===== config.mk =====
export PLATFORM = sky130hd
export DESIGN_NAME = cop_issue_driver
export DESIGN_NICKNAME = d
export VERILOG_FILES = /design/src/rtl/cop_issue_driver.sv
export SDC_FILE = /design/constraint.sdc
export NUM_CORES = 1
export LEC_CHECK = 0
export CORE_MARGIN = 4
export CORE_UTILIZATION = 50
export CTS_BUF_LIST = sky130_fd_sc_hd__clkbuf_8
export DETAILED_ROUTE_END_ITERATION = 7
export PLACE_DENSITY = 0.75
export SYNTH_ARGS = -nofsm -noshare
export SYNTH_HDL_FRONTEND = slang
export SYNTH_SLANG_ARGS = --single-unit

===== constraint.sdc =====
create_clock -name g_clk -period 2.65 [get_ports g_clk]
set_clock_uncertainty 0.1 [all_clocks]
set_input_delay 0.6625 -clock g_clk [delete_from_list [all_inputs] [get_ports g_clk]]
set_output_delay 0.6625 -clock g_clk [all_outputs]
set_load 0.01 [all_outputs]

===== src/rtl/cop_issue_driver.sv =====
// Coprocessor issue driver: buffers CPU requests in a small FIFO and runs
// one COP transaction at a time (issue, wait with timeout, respond).
module cop_issue_driver #(
   parameter int DEPTH   = 4,
   parameter int TIMEOUT = 255
) (
   input  logic        g_clk,
   input  logic        g_resetn,
   output logic        g_clk_req,
   input  logic        req_valid,
   output logic        req_ready,
   input  logic [31:0] req_insn_enc,
   input  logic [31:0] req_rs1,
   output logic        cop_in_valid,
   input  logic        cop_in_ready,
   output logic [31:0] cop_insn_enc,
   output logic [31:0] cop_rs1,
   input  logic        cop_out_valid,
   output logic        cop_out_ready,
   input  logic [2:0]  cop_result,
   input  logic        cop_rd_wen,
   input  logic [4:0]  cop_rd_addr,
   input  logic [31:0] cop_rd_data,
   output logic        rsp_valid,
   output logic        rsp_timeout,
   output logic [2:0]  rsp_result,
   output logic        rsp_rd_wen,
   output logic [4:0]  rsp_rd_addr,
   output logic [31:0] rsp_rd_data,
   output logic [10:0] tx_i_count,
   output logic [10:0] tx_o_count
);

   localparam int AW = $clog2(DEPTH);
   localparam int NW = AW + 1;
   localparam int CW = $clog2(TIMEOUT + 1);
   localparam logic [CW-1:0] TO_LAST = CW'(TIMEOUT - 1);
   localparam logic [NW-1:0] FULL_N  = NW'(DEPTH);

   typedef enum logic [1:0] {
      IDLE,
      ISSUE,
      WAIT,
      RESP
   } state_t;

   state_t        state_q, state_d;
   logic [63:0]   mem_q [DEPTH];
   logic [AW-1:0] wr_ptr_q, wr_ptr_d;
   logic [AW-1:0] rd_ptr_q, rd_ptr_d;
   logic [NW-1:0] cnt_q, cnt_d;
   logic          req_ready_q, req_ready_d;
   logic [31:0]   insn_q, insn_d;
   logic [31:0]   rs1_q, rs1_d;
   logic          in_valid_q, in_valid_d;
   logic [CW-1:0] wait_q, wait_d;
   logic          rsp_valid_q, rsp_valid_d;
   logic          rsp_to_q, rsp_to_d;
   logic [2:0]    rsp_res_q, rsp_res_d;
   logic          rsp_wen_q, rsp_wen_d;
   logic [4:0]    rsp_addr_q, rsp_addr_d;
   logic [31:0]   rsp_data_q, rsp_data_d;
   logic [10:0]   tx_i_q, tx_i_d;
   logic [10:0]   tx_o_q, tx_o_d;

   logic          push;
   logic          pop;
   logic          empty;
   logic [63:0]   head;

   assign push  = req_valid && req_ready_q;
   assign empty = (cnt_q == '0);
   assign head  = mem_q[rd_ptr_q];

   always_comb begin
      state_d     = state_q;
      wr_ptr_d    = wr_ptr_q;
      rd_ptr_d    = rd_ptr_q;
      insn_d      = insn_q;
      rs1_d       = rs1_q;
      in_valid_d  = in_valid_q;
      wait_d      = wait_q;
      rsp_valid_d = 1'b0;
      rsp_to_d    = rsp_to_q;
      rsp_res_d   = rsp_res_q;
      rsp_wen_d   = rsp_wen_q;
      rsp_addr_d  = rsp_addr_q;
      rsp_data_d  = rsp_data_q;
      tx_i_d      = tx_i_q;
      tx_o_d      = tx_o_q;
      pop         = 1'b0;

      unique case (state_q)
         IDLE: begin
            if (!empty) begin
               pop     = 1'b1;
               state_d = ISSUE;
            end
         end
         ISSUE: begin
            if (cop_in_ready) begin
               in_valid_d = 1'b0;
               wait_d     = '0;
               tx_i_d     = tx_i_q + 11'd1;
               state_d    = WAIT;
            end
         end
         WAIT: begin
            wait_d = wait_q + 1'b1;
            // a response on the last allowed cycle still wins over timeout
            if (cop_out_valid) begin
               rsp_valid_d = 1'b1;
               rsp_to_d    = 1'b0;
               rsp_res_d   = cop_result;
               rsp_wen_d   = cop_rd_wen;
               rsp_addr_d  = cop_rd_wen ? cop_rd_addr : 5'd0;
               rsp_data_d  = cop_rd_wen ? cop_rd_data : 32'd0;
               tx_o_d      = tx_o_q + 11'd1;
               state_d     = RESP;
            end else if (wait_q == TO_LAST) begin
               rsp_valid_d = 1'b1;
               rsp_to_d    = 1'b1;
               rsp_res_d   = 3'b111;
               rsp_wen_d   = 1'b0;
               rsp_addr_d  = 5'd0;
               rsp_data_d  = 32'd0;
               state_d     = RESP;
            end
         end
         RESP: begin
            if (!empty) begin
               pop     = 1'b1;
               state_d = ISSUE;
            end else begin
               state_d = IDLE;
            end
         end
         default: state_d = IDLE;
      endcase

      if (pop) begin
         insn_d     = head[63:32];
         rs1_d      = head[31:0];
         in_valid_d = 1'b1;
         rd_ptr_d   = rd_ptr_q + 1'b1;
      end
      if (push) begin
         wr_ptr_d = wr_ptr_q + 1'b1;
      end
   end

   always_comb begin
      cnt_d       = cnt_q + {{AW{1'b0}}, push} - {{AW{1'b0}}, pop};
      req_ready_d = (cnt_d != FULL_N);
   end

   always_ff @(posedge g_clk) begin
      if (push) begin
         mem_q[wr_ptr_q] <= {req_insn_enc, req_rs1};
      end
   end

   always_ff @(posedge g_clk or negedge g_resetn) begin
      if (!g_resetn) begin
         state_q     <= IDLE;
         wr_ptr_q    <= '0;
         rd_ptr_q    <= '0;
         cnt_q       <= '0;
         req_ready_q <= 1'b0;
         insn_q      <= '0;
         rs1_q       <= '0;
         in_valid_q  <= 1'b0;
         wait_q      <= '0;
         rsp_valid_q <= 1'b0;
         rsp_to_q    <= 1'b0;
         rsp_res_q   <= '0;
         rsp_wen_q   <= 1'b0;
         rsp_addr_q  <= '0;
         rsp_data_q  <= '0;
         tx_i_q      <= '0;
         tx_o_q      <= '0;
      end else begin
         state_q     <= state_d;
         wr_ptr_q    <= wr_ptr_d;
         rd_ptr_q    <= rd_ptr_d;
         cnt_q       <= cnt_d;
         req_ready_q <= req_ready_d;
         insn_q      <= insn_d;
         rs1_q       <= rs1_d;
         in_valid_q  <= in_valid_d;
         wait_q      <= wait_d;
         rsp_valid_q <= rsp_valid_d;
         rsp_to_q    <= rsp_to_d;
         rsp_res_q   <= rsp_res_d;
         rsp_wen_q   <= rsp_wen_d;
         rsp_addr_q  <= rsp_addr_d;
         rsp_data_q  <= rsp_data_d;
         tx_i_q      <= tx_i_d;
         tx_o_q      <= tx_o_d;
      end
   end

   assign g_clk_req     = !empty || (state_q != IDLE);
   assign req_ready     = req_ready_q;
   assign cop_in_valid  = in_valid_q;
   assign cop_insn_enc  = insn_q;
   assign cop_rs1       = rs1_q;
   assign cop_out_ready = (state_q == WAIT);
   assign rsp_valid     = rsp_valid_q;
   assign rsp_timeout   = rsp_to_q;
   assign rsp_result    = rsp_res_q;
   assign rsp_rd_wen    = rsp_wen_q;
   assign rsp_rd_addr   = rsp_addr_q;
   assign rsp_rd_data   = rsp_data_q;
   assign tx_i_count    = tx_i_q;
   assign tx_o_count    = tx_o_q;

endmodule


Word level (Yosys, flattened, before mapping)
Memories as Yosys holds them, arrays and structs flattened. A register that Yosys moved wholly into a read port is not among the register bits.
Cells that the tools add are included.
- latch bits: 0
- output and inout port bits: 133
- word-level logic and storage cells: 79
- register bits: 84
- input bits: 110
- bits in read-only memories: 0
- memories: 1
- memory bits (writable): 256
- shift-type cells: 0
- mux-type cells: 30
- add/subtract/negate cells: 7
- equal/unequal tests: 8
- reduce and logical (&&, ||, !) cells: 18
- bitwise logic cells: 0
- div/mod/pow operators: 0
- multiply operators: 0
- order comparisons: 0
- memory list (memory ; words ; width ; read ports ; clocked after memory_dff ; wr ports ; RTL line ; text):
    mem_q ; 4 ; 64 ; 1 ; 1 ; 1 ; 48 ; logic [63:0] mem_q [DEPTH];
- operator list (cell ; number):
    2-to-1 mux 32 bit ; 3
    adder 11 x 1 -> 11 bit (second input constant) ; 2
    one-hot mux 8 bit (2 select lines) ; 1
    2-to-1 mux 1 bit ; 15
    2-to-1 mux 5 bit ; 3
    AND reduction 2 bit ; 5
    nonzero test 2 bit ; 5
    adder 8 x 1 -> 8 bit (second input constant) ; 1
    == test 8 bit (second input constant) ; 1
    2-to-1 mux 2 bit ; 4
    2-to-1 mux 8 bit ; 1
    one-hot mux 2 bit (4 select lines) ; 1
    2-to-1 mux 3 bit ; 2
    adder 2 x 1 -> 2 bit (second input constant) ; 2
    == test 2 bit (second input constant) ; 2
    inequality test 2 bit (second input constant) ; 2
    adder 3 x 1 -> 3 bit ; 1
    logical NOT 3 bit ; 1
    inequality test 3 x 2 -> 1 bit (second input constant) ; 1
    inequality test 3 bit (second input constant) ; 1
    AND reduction 3 bit ; 1
    subtractor 3 x 1 -> 3 bit ; 1
    == test 2 x 1 -> 1 bit (second input constant) ; 1
    logical NOT 1 bit ; 2
    other kinds (4) ; 4

Longest topological paths before layout
- depth after elaboration: 5
- mapped depth: 12
- gate-level depth less buffers: 11

Least setup slack after synthesis
No wires, ideal clock.
- path type: input -> register
- start: input req_valid
- end: memory mem_q[0][0] (enable)
- data arrival time: 2217 ps
- stages on the path: 1
- setup slack: -96 ps
- setup time: 429 ps
- required time: 2121 ps
- path buffers: 0
- path through: and3_1
- longest elaborated chain between the ends: 3
- RTL lines (what ; RTL line ; text):
    start, declared ; 10 ; input logic req_valid,
    logical AND 1 bit ; 71 ; assign push = req_valid && req_ready_q;
    2-to-1 mux 1 bit ; 158 ; if (push) begin
    2-to-1 mux 1 bit (implied by the code) ; 159 ; mem_q[wr_ptr_q] <= {req_insn_enc, req_rs1};
    end, declared ; 48 ;
Every way passes these cells.

Final worst setup path
- start: register cnt_q[1]
- end: output g_clk_req
- longest elaborated chain between the ends: 3
- RTL lines (what ; RTL line ; text):
    start, declared ; 51 ; logic [NW-1:0] cnt_q, cnt_d;
    start signal, assigned ; 186 ; cnt_q <= cnt_d;
    logical NOT 3 bit ; 72 ; assign empty = (cnt_q == '0);
    logical NOT 1 bit ; 203 ; assign g_clk_req = !empty || (state_q != IDLE);
    logical OR 1 bit ; 203 ;
    end, declared ; 9 ; output logic g_clk_req,
Every way passes these cells.

==> summary.md <==
| Metric | Value |
|---|---|
| Run status | finished, final reports clean |
| Reg2reg start | state_q[0]$_DFFE_PN0P_ |
| Cell at the root of the clock tree | clkbuf_8 |
| Post-synth net total | 872 |
| Cell taking the most area after synthesis | edfxtp_1 |
| Worst reg-to-reg setup slack | 0.18 ns |
| CTS tree | done |
| Hold violation total from the final report | 0 |
| Average footprint of a synthesized cell | 20.2 um2 |
| Inserted Clock Buffers | 60 |
| Effective utilization at floorplan | 50.8% |
| Core outline area | 0.0297 mm2 |
| Sort of element at the start of the critical path | flip-flop |
| Number of cells produced by synthesis | 746 |
| Number of buffers and inverters on the critical path | 1 |
| Worst vdd rail ir drop | 0.730 mV |
| Power per standard cell area | 1150 mW/mm2 |
| Remaining routing DRC violations | 0 |
| Area growth from synthesis to layout | 29.0% |
| Wire length of the first global-routing pass | 48,800 um |
| Number of iterations in the first detailed-routing pass | 4 |
| GR Overflow Total | 0 |
| Total Routing Usage GR | 18.7% |
| Unrepaired setup endpoints after global routing | no |
| Number of sinks driven by the clock tree | 404 |
| Critical path start-end classification | flip-flop to output port |
| Largest net degree at the start of global routing | 68 |
| Area share of the largest cell type after synthesis | 51.0% |
| Netlist Area Pre-Place | 0.0151 mm2 |
| Initial antenna violation count | 2 |
| Number of synthesized register bits | 404 |
| Kind of path behind the tightest hold check | flip-flop to flip-flop |
| Die height | 182 um |
| Required time reported for the critical path endpoint | 1.89 ns |
| H-Tree Depth | 2 |
| Worst hold path depth | 1 |
| Final ANT Viol Nets | 0 |
| Register-to-Register Path Depth | 11 |
| Reg-to-reg endpoint | req_ready$_DFF_PN0_ |
| Max incr delay on CP | 0.44 ns |
| Initial drt markers | 468 |
| Cells along the critical path | nor3_4 > nand2_1 > dlygate4sd2_1 |
| Final critical path time including I/O delays and setup | 2.50 ns |
| Aggregate routed wire length | 30,800 um |
| Distinct cell type count of the synthesized netlist | 37 |
| Vias post-DR | 8,031 |
| Data arrival, critical path | 1.74 ns |
| Slowest stage cell on the critical path | dfrtp_1 |
| Static leakage | 7.25 nW |
| Share of layout cells above drive strength 1 | 22.7% |
| Total Nets Final | 1,173 |
| Commonest non-fill, non-tap cells in the layout | edfxtp_1, clkdlybuf4s50_1, dfrtp_1 |
| Worst-path clk slew | 0.06 ns |
| DIE AREA | 0.0330 mm2 |
| Number of inserted diodes | 0 |
| Finish-stage setup viols | 0 |
| Clock tree buffer depth | 3 |
| Share of synthesized area occupied by flip-flops and latches | 75.5% |
| Fmax | 400 MHz |
| Final TNS setup | 0 ns |
| DR WL/cell | 20.7 um |
| Source of the worst hold timing path | tx_o_count[10]$_DFFE_PN0P_ |
| Top fanout value on the critical path | 3 |
| Critical path capture point type | output port |
| Max-cap violations | 0 |
| I/O pin count | 243 |
| Worst slew margin | 66.7% |
| Slew Viols, Final | 0 |
| IO buf count | 242 |
| Synth warnings | 0 |
| Transition time at the pin with the least slew margin | 0.485 ns |
| Vias in the first global route | 8,605 |
| Power, Total | 0.0224 W |
| Most area-consuming cells after synthesis | edfxtp_1, dfrtp_1, mux4_2 |
| Leading cell type in the layout, fill and taps excluded | edfxtp_1 |
| Number of placement rows | 63 |
| Crit-path leading delay family | flip-flops |
| Via density per instance | 5.40 |
| Insertion delay of the later-clocked pin in the worst-skew pair | 0.58 ns |
| Sink of the worst hold path | tx_o_count[10]$_DFFE_PN0P_ |
| Final Wtd Congestion | 0.813 |
| Horizontal die dimension | 182 um |
| Final worst path period share | 94.3% |
| Dpl hpwl | 19,700 um |
synth_stat cells, drive strengths merged:
cell type  number
or3             1
a22o           38
nand2          15
nand3           9
a21o            2
nand4           9
o21ai           5
clkbuf          5
o2111ai         1
nor4            2
nand2b          1
ha             15
mux4           64
nor3b           1
inv            13
dfrtp         148
buf            25
o22a            3
edfxtp        256
nor2           12
mux2           69
xnor2          22
mux2i           1
and2            2
fa              1
nor2b           2
and3            8
xor2            8
a2bb2oi         1
nand3b          1
nor3            5
a21oi           1
where the power goes:
group | internal, W | leakage (nW) | total (W) | switching [W]
clock network | 0.00254 | 0.698 | 0.00478 | 0.00224
registers | 0.00858 | 4.17 | 0.00955 | 0.000974
logic | 0.00464 | 2.38 | 0.00803 | 0.00338
total | 0.0158 | 7.25 | 0.0224 | 0.00660
worst max-delay path by stage:
stage	from	end	slack, ns	cells after the start
floorplan	req_valid	mem_q[1][0]$_DFFE_PP_	-0.1	1
global placement	req_valid	req_ready$_DFF_PN0_	-0.08	10
detailed placement	req_valid	req_ready$_DFF_PN0_	-0.12	10
CTS	cnt_q[1]$_DFF_PN0_	g_clk_req	0.08	3
global route	cnt_q[1]$_DFF_PN0_	g_clk_req	0.03	3
finish	cnt_q[1]$_DFF_PN0_	g_clk_req	0.15	3
registers in the layout (all words and copies together), names as in the netlist, 3 cells and up:
| register | flops |
|---|---|
| cop_rs1 | 32 |
| rsp_rd_data | 32 |
| wait_q | 8 |
| tx_i_count | 11 |
| rsp_rd_addr | 5 |
| cnt_q | 3 |
| tx_o_count | 11 |
| rsp_result | 3 |
| mem_q | 256 |
| cop_insn_enc | 32 |
timing repair:
action,CTS,global route
setup endpoints to repair,2,1
setup buffers,0,1
hold buffers,1,0
gates resized for setup,3,0
hold endpoints to repair,40,0
routing by layer:
layer / vias to the layer above / share of wire (%) / wire (um) / GRT usage (%)
met4: 4 / 1.6 / 496 / 4.53
met5: - / 0.084 / 26 / 0
met2: 305 / 49 / 15100 / 30.6
li1: 3551 / - / - / -
met1: 4122 / 42 / 12800 / 25.6
met3: 49 / 7.5 / 2310 / 4.75
kinds of logic (layout without fill, tap and decap cells):
family	after synthesis	after routing	share of synthesized area, %
muxes	134	134	14.8
AOI/OAI and AO/OA	51	51	2.80
and+or+nand+nor	68	68	2.31
xor gates and xnor gates	30	30	1.74
adders and majority gates	16	16	1.38
buffers and inverters	43	395	1.48
DFF	404	404	75.5
per-stage QoR:
step                      hold slack (ns)  instance area [um2]  instances  setup slack (ns)  utilization [%]
after floorplan                     0.267                15100        746           -0.0962                -
after global placement              0.361                18200       1373           -0.0831             61.4
after detailed placement            0.370                18200       1373            -0.115             61.4
after CTS                           0.381                19400       1487            0.0818             65.4
after global routing                0.392                19500       1488            0.0256             65.5
final                               0.377                19500       1488             0.151             65.5
area by class of cell:
| type | instances | area, um2 |
|---|---|---|
| clock buffers | 75 | 1030 |
| clock inverters | 38 | 153 |
| fillers | 2002 | 10300 |
| inverters | 13 | 48.8 |
| multi-input cells | 299 | 3510 |
| flip-flops and latches | 404 | 11400 |
| well taps | 390 | 488 |
| repair buffers | 269 | 2830 |
Note: power is estimated with default switching activity, not from simulation.
